<file path="config.mk">
export PLATFORM = sky130hd
export DESIGN_NAME = uart_tx_controller
export DESIGN_NICKNAME = d
export VERILOG_FILES = /design/src/rtl/uart_tx_controller.sv
export SDC_FILE = /design/constraint.sdc
export NUM_CORES = 1
export LEC_CHECK = 0
export ABC_AREA = 0
export CAP_MARGIN = 20
export CORE_MARGIN = 4
export CORE_UTILIZATION = 42
export CTS_CLUSTER_DIAMETER = 120
export DETAILED_ROUTE_END_ITERATION = 8
export DONT_BUFFER_PORTS = 1
export MAX_ROUTING_LAYER = met4
export PLACE_DENSITY = 0.63
export RECOVER_POWER = 100
export SYNTH_ARGS = -nofsm -noshare
export SYNTH_HDL_FRONTEND = slang
export SYNTH_SLANG_ARGS = --single-unit
</file>
<file path="constraint.sdc">
create_clock -name clk -period 6 [get_ports clk]
set_input_delay 1.2 -clock clk [delete_from_list [all_inputs] [get_ports clk]]
set_output_delay 1.2 -clock clk [all_outputs]
set_load 0.01 [all_outputs]
</file>
<file path="src/rtl/uart_tx_controller.sv">
// UART transmitter: start bit, DATA_WIDTH data bits (LSB first), optional parity bit, stop bit.
// Latency: TX_OUT falls on the accepting edge; each bit lasts until the next BIT_TICK.
// Backpressure: busy is high for the whole frame; Data_valid outside IDLE is dropped.
module uart_tx_controller #(
   parameter int DATA_WIDTH = 8
) (
   input  logic                  clk,
   input  logic                  rst_n,
   input  logic [DATA_WIDTH-1:0] P_DATA,
   input  logic                  Data_valid,
   input  logic                  PAR_EN,
   input  logic                  PAR_TYP,
   input  logic                  BIT_TICK,
   output logic                  TX_OUT,
   output logic                  busy
);

   localparam int IDX_W = (DATA_WIDTH > 1) ? $clog2(DATA_WIDTH) : 1;

   localparam logic [2:0] IDLE   = 3'd0;
   localparam logic [2:0] START  = 3'd1;
   localparam logic [2:0] DATA   = 3'd2;
   localparam logic [2:0] PARITY = 3'd3;
   localparam logic [2:0] STOP   = 3'd4;

   localparam logic [IDX_W-1:0] LAST_IDX = IDX_W'(DATA_WIDTH - 1);

   logic [2:0]            state_q, state_d;
   logic [IDX_W-1:0]      idx_q, idx_d;
   logic [DATA_WIDTH-1:0] data_q, data_d;
   logic                  par_en_q, par_en_d;
   logic                  par_typ_q, par_typ_d;
   logic                  tx_d, busy_d;

   // Next-state, bit index and holding-register update
   always_comb begin
      state_d   = state_q;
      idx_d     = idx_q;
      data_d    = data_q;
      par_en_d  = par_en_q;
      par_typ_d = par_typ_q;
      case (state_q)
         IDLE: begin
            // BIT_TICK is deliberately not looked at here
            if (Data_valid) begin
               state_d   = START;
               idx_d     = '0;
               data_d    = P_DATA;
               par_en_d  = PAR_EN;
               par_typ_d = PAR_TYP;
            end
         end
         START: begin
            if (BIT_TICK) begin
               state_d = DATA;
               idx_d   = '0;
            end
         end
         DATA: begin
            if (BIT_TICK) begin
               if (idx_q == LAST_IDX) begin
                  state_d = par_en_q ? PARITY : STOP;
               end else begin
                  idx_d = idx_q + 1'b1;
               end
            end
         end
         PARITY: begin
            if (BIT_TICK) begin
               state_d = STOP;
            end
         end
         STOP: begin
            if (BIT_TICK) begin
               state_d = IDLE;
            end
         end
         default: begin
            // Unused encodings recover to IDLE
            state_d = IDLE;
            idx_d   = '0;
         end
      endcase
   end

   // Line level and busy derived from the state being entered, so they register with it
   always_comb begin
      tx_d   = 1'b1;
      busy_d = (state_d != IDLE);
      case (state_d)
         START:   tx_d = 1'b0;
         DATA:    tx_d = data_d[idx_d];
         PARITY:  tx_d = (^data_d) ^ par_typ_d;
         default: tx_d = 1'b1;
      endcase
   end

   // State, holding registers and registered outputs
   always_ff @(posedge clk or negedge rst_n) begin
      if (!rst_n) begin
         state_q   <= IDLE;
         idx_q     <= '0;
         data_q    <= '0;
         par_en_q  <= 1'b0;
         par_typ_q <= 1'b0;
         TX_OUT    <= 1'b1;
         busy      <= 1'b0;
      end else begin
         state_q   <= state_d;
         idx_q     <= idx_d;
         data_q    <= data_d;
         par_en_q  <= par_en_d;
         par_typ_q <= par_typ_d;
         TX_OUT    <= tx_d;
         busy      <= busy_d;
      end
   end

endmodule
</file>
**Yosys cells after proc, flatten, opt, wreduce, memory -nomap -nowiden**

Index checks and enable logic that the tools add are counted.

- Add/subtract/negate cells: 1
- Magnitude comparators: 1
- Equality and inequality tests: 8
- Mux-type cells: 20
- Bitwise gates (word level): 1
- Reduce and logical (&&, ||, !) cells: 5

Operators by type and width:

| cell | count |
|---|---|
| 3-bit two-way mux | 11 |
| 8-bit two-way mux | 2 |
| 3-bit one-hot mux with 5 select lines | 1 |
| 3-bit by 2-bit == test with 1-bit output (second input constant) | 4 |
| 3-bit one-hot mux with 4 select lines | 1 |
| 8-bit parity | 1 |
| 3-bit by 1-bit == test with 1-bit output (second input constant) | 2 |
| 3-bit == test (second input constant) | 2 |
| 3-bit by 4-bit < comparator with 1-bit output (second input constant) | 1 |
| 3-bit by 1-bit adder with 3-bit output (second input constant) | 1 |
| 1-bit binary-select mux with 3-bit select | 1 |
| 3-bit logical NOT | 1 |
| 1-bit two-way mux | 3 |
| 1-bit one-hot mux with 3 select lines | 1 |
| 3-bit nonzero test | 1 |
| 2-bit AND reduction | 1 |
| 2-bit OR reduction | 1 |
| 1-bit bitwise XOR | 1 |

- Register bits: 18
- Bits of input ports: 14
- Output and inout bits: 2
- Word-level logic and storage cells: 43

**Longest topological paths before layout**

- Depth after elaboration: 7
- Depth in mapped cells: 9
- Gate-level depth less buffers: 9

**Worst setup path before layout**

Ideal clock, no wire load.

- Path type: in2reg
- Start: input port Data_valid
- End: register TX_OUT
- Library setup time: 86 ps
- Data arrival time: 2796 ps
- Setup slack: 3118 ps
- Stages on the path: 7
- Path through: nor2b_1 or3_1 a31oi_4 mux2_1 a311oi_1 nor4b_1 o22ai_1

- Word-level cells in the longest chain between the ends: 5

RTL lines:

| item | line | source |
|---|---|---|
| from (decl) | 10 | `input logic Data_valid,` |
| 3-bit two-way mux | 45 | `if (Data_valid) begin` |
| 3-bit one-hot mux with 4 select lines | 42 | `case (state_q)` |
| net idx_d[2] | 29 | `logic [IDX_W-1:0] idx_q, idx_d;` |
| 1-bit binary-select mux with 3-bit select | 92 | `DATA: tx_d = data_d[idx_d];` |
| 1-bit two-way mux (implied by the code) | 92 |  |
| 1-bit one-hot mux with 3 select lines | 90 | `case (state_d)` |
| net tx_d | 33 | `logic tx_d, busy_d;` |
| to (signal assigned) | 114 | `TX_OUT <= tx_d;` |
| to (decl) | 14 | `output logic TX_OUT,` |

The timed path passes the listed nets, and every way through them passes these cells. The select of a mux whose other input is x is not followed.
A chain may end at the register's enable or synchronous reset.

**Worst setup path after layout**

- Start: input port Data_valid
- End: register TX_OUT

- Word-level cells in the longest chain between the ends: 5

RTL lines:

| item | line | source |
|---|---|---|
| 8-bit two-way mux * | 45 |  |
| 8-bit two-way mux * | 42 |  |
| net data_d[4] | 30 | `logic [DATA_WIDTH-1:0] data_q, data_d;` |
| 1-bit binary-select mux with 3-bit select / 8-bit parity (equally long branches) | 92, 93 |  |
| 1-bit two-way mux (implied by the code) / 1-bit bitwise XOR (equally long branches) | 92, 93 |  |
| 1-bit one-hot mux with 3 select lines * | 90 |  |
| net tx_d | 33 |  |

The timed path passes the listed nets; every way through them passes the cells marked *. The select of a mux whose other input is x is not followed.

==> impl_metrics.tcl <==
set metrics [dict create \
    area_taken_by_multi_input_logic_gates_um2 536 \
    grt_setup_unrepaired "false" \
    drt-vias-per-instance 5.45 \
    critical_path_data_arrival_time_ns 3.33 \
    worst-slew-pin-transition_ns 0.983 \
    final_layout_size_suffix_gt1_share_pct 16.0 \
    grt_pass1_vias 716 \
    drt_iter0_markers 22 \
    io_pins 16 \
    portBuffers 0 \
    antenna-diode-count 0 \
    grt_antenna_before_repair 0 \
    gp_congestion 0.701 \
    synth.top_cell.area_share_pct 40.4 \
    overall_die_width_um 58.1 \
    grt_overflow 0 \
    syn-num-nets 108 \
    layout.area.seq_um2 452 \
    syn_area_mm2 0.00105 \
    post_layout_nets 110 \
    result_of_the_run "finished, final reports clean" \
    floorplan.die_area_mm2 0.00337 \
    fp-row-count 17 \
    yosys_warnings 0 \
    number_of_buffers_on_the_longest_clock_path 2 \
    starting_density_pct 45.8 \
    post_cts.repair.setup_buffers 0 \
    finish.utilization_pct 47.1 \
    cts_buffers 3 \
    wire_length_of_the_first_global_routing_pass_mm 3.26 \
    place.detailed.hpwl_mm 1.37 \
    finClkSkew_ns 0.00712 \
    layout_overhead_on_the_synthesized_area_pct 2.74 \
    synth_area_leader_cell "sky130_fd_sc_hd__dfrtp_1" \
    drtAntennaViolNets 0 \
    cap_viol_max_count 0 \
    min_period_over_period_pct 51.7 \
    postSynthCellCount 93 \
    final.setup.worst_slack_ns 2.90 \
    seq_area_frac_synth_pct 42.9 \
    dominant_cells_by_area_after_synthesis "sky130_fd_sc_hd__dfrtp_1 (40%), sky130_fd_sc_hd__mux2_2 (9.6%), sky130_fd_sc_hd__xnor2_1 (7.5%)" \
    tritoncts "done" \
    most_used_routing_layer_in_global_routing "met2" \
    coreArea_mm2 0.00230 \
    max_freq_ghz 0.322 \
    critPathLaunchType "input port" \
    final.hold.worst_slack_ns 0.521 \
    drt-pass1-iter-count 4 \
    post-layout-total-power_mw 0.595 \
    yosys.cell_count.top_type "sky130_fd_sc_hd__dfrtp_1" \
    number_of_cells_traversed_by_the_worst_register_to_register_path 6 \
    filler_instances 214 \
    clock_latency_ns 0.29 \
    clk_pin_slew_worst_paths_ns 0.10 \
    cts_hold_buf 0 \
    synth_enable_flop_cells 0 \
    irDropWorstVdd_mv 0.231 \
    crit_path_max_fanout 15 \
    timing.critical_path.required_ns 6.22 \
    number_of_instances_on_the_worst_hold_path 2 \
    routedWlPerCell_um 14.5 \
    globalRouteMet2Util_pct 19.4 \
    min_path_type "flop to flop" \
    setup.worst_path.end_class "flop" \
    die_height_um 58.1 \
    drc 0 \
    met1_usage_pct 16.0 \
    via_count 665 \
    postSynth.asyncResetShare_pct 100 \
    setup.worst_path.class "input port to flop" \
    yosys_register_bits 18 \
    max_slew_margin_pct 34.2 \
    route.final.wire_length_mm 1.77 \
    final-hold-violation-count 0 \
    power.leakage_nw 0.459 \
    synth_flop_cell "sky130_fd_sc_hd__dfrtp_1" \
    pin_count_of_the_biggest_net_entering_global_routing 19 \
    clock_tree.root_cell "sky130_fd_sc_hd__clkbuf_4" \
    cts.repair.resized 0 \
    setup_total_negative_slack_ns 0 \
    avgSynthCellArea_um2 11.3 \
    h-tree-depth 1 \
    slew_viol_final 0 \
    grt_use_met3_pct 5.35 \
    gr-usage-all-layers_pct 12.8 \
    yosys.cell_types.count 35 \
    powerDensity_mw_per_mm2 551 \
    synthTopCellsByCount "sky130_fd_sc_hd__dfrtp_1 (17), sky130_fd_sc_hd__mux2_2 (9), sky130_fd_sc_hd__xnor2_1 (9), sky130_fd_sc_hd__inv_1 (5)" \
    finalWorstPathRequiredPeriod_ns 3.10 \
    placement.setup.worst_slack_ns 2.56 \
    cts.sinks 18 \
    finalSetupViolCount 0 \
]
==> report_power, final <==
group	internal [mW]	total (mW)	leakage [nW]	switching [mW]
combinational	0.155	0.298	0.219	0.143
sequential	0.177	0.225	0.218	0.0476
clock	0.0370	0.0728	0.0210	0.0359
total	0.369	0.595	0.459	0.226
==> registers in the layout, indices dropped and copies added, names as in the netlist <==
signal and count:
busy 1, par_en_q 1, idx_q 3, TX_OUT 1
data_q 8, par_typ_q 1, state_q 3
==> per-stage QoR <==
step	cells	area (um2)
floorplan	93	1050
global placement	118	1060
detailed placement	118	1060
CTS	122	1100
global route	122	1080
finish	122	1080
==> logic make-up (layout without fill, tap and decap cells) <==
logic type / after synthesis / after routing / synth area share (%)
AO/OA/AOI/OAI: 13 / 13 / 9.99
XOR/XNOR: 12 / 12 / 9.99
adder cells (fa/ha/maj): 1 / 1 / 1.19
buffers and inverters: 9 / 10 / 4.76
flip-flops: 18 / 18 / 42.9
multiplexers: 14 / 14 / 14.5
AND/OR/NAND/NOR: 26 / 26 / 16.6
==> per-layer routing <==
layer | vias to the layer above | routed length, um
met5 | - | 0
met4 | 0 | 5
met3 | 2 | 139
met2 | 17 | 802
met1 | 316 | 818
li1 | 330 | -
==> area by class of cell <==
| type | count | area share, % |
|---|---|---|
| clock buffers | 4 | 3.36 |
| flip-flops and latches | 18 | 41.8 |
| inverters | 6 | 2.08 |
| multi-input cells | 66 | 49.5 |
| well taps | 28 | 3.24 |
==> layout by cell type (no fill, tap or decap), drive strengths merged, types with 3 or more instances in the layout <==
cell     n
xor2     3
nand2    3
mux2i    4
and3     4
inv      5
mux2    10
nor2     4
a21oi    5
xnor2    9
nor3     3
clkbuf   4
dfrtp   17
==> worst max-delay path: stages <==
cell,delay (ns)
sky130_fd_sc_hd__nor4b_4,0.78
sky130_fd_sc_hd__mux2_2,0.43
sky130_fd_sc_hd__mux2_1,0.29
sky130_fd_sc_hd__a311oi_1,0.24
sky130_fd_sc_hd__nor4b_1,0.26
sky130_fd_sc_hd__o22ai_1,0.13
==> worst paths after layout <==
path	start	endpoint	slack, ns
min in group asynchronous	rst_n	data_q[6]$_DFF_PN0_	0.59
max in group asynchronous	rst_n	TX_OUT$_DFF_PN1_	5.25
max	Data_valid	TX_OUT$_DFF_PN1_	2.90
max reg2reg	state_q[0]$_DFF_PN0_	TX_OUT$_DFF_PN1_	3.18
min	data_q[6]$_DFF_PN0_	data_q[6]$_DFF_PN0_	0.52
min reg2reg	data_q[6]$_DFF_PN0_	data_q[6]$_DFF_PN0_	0.52
Note: power is estimated with default switching activity, not from simulation.
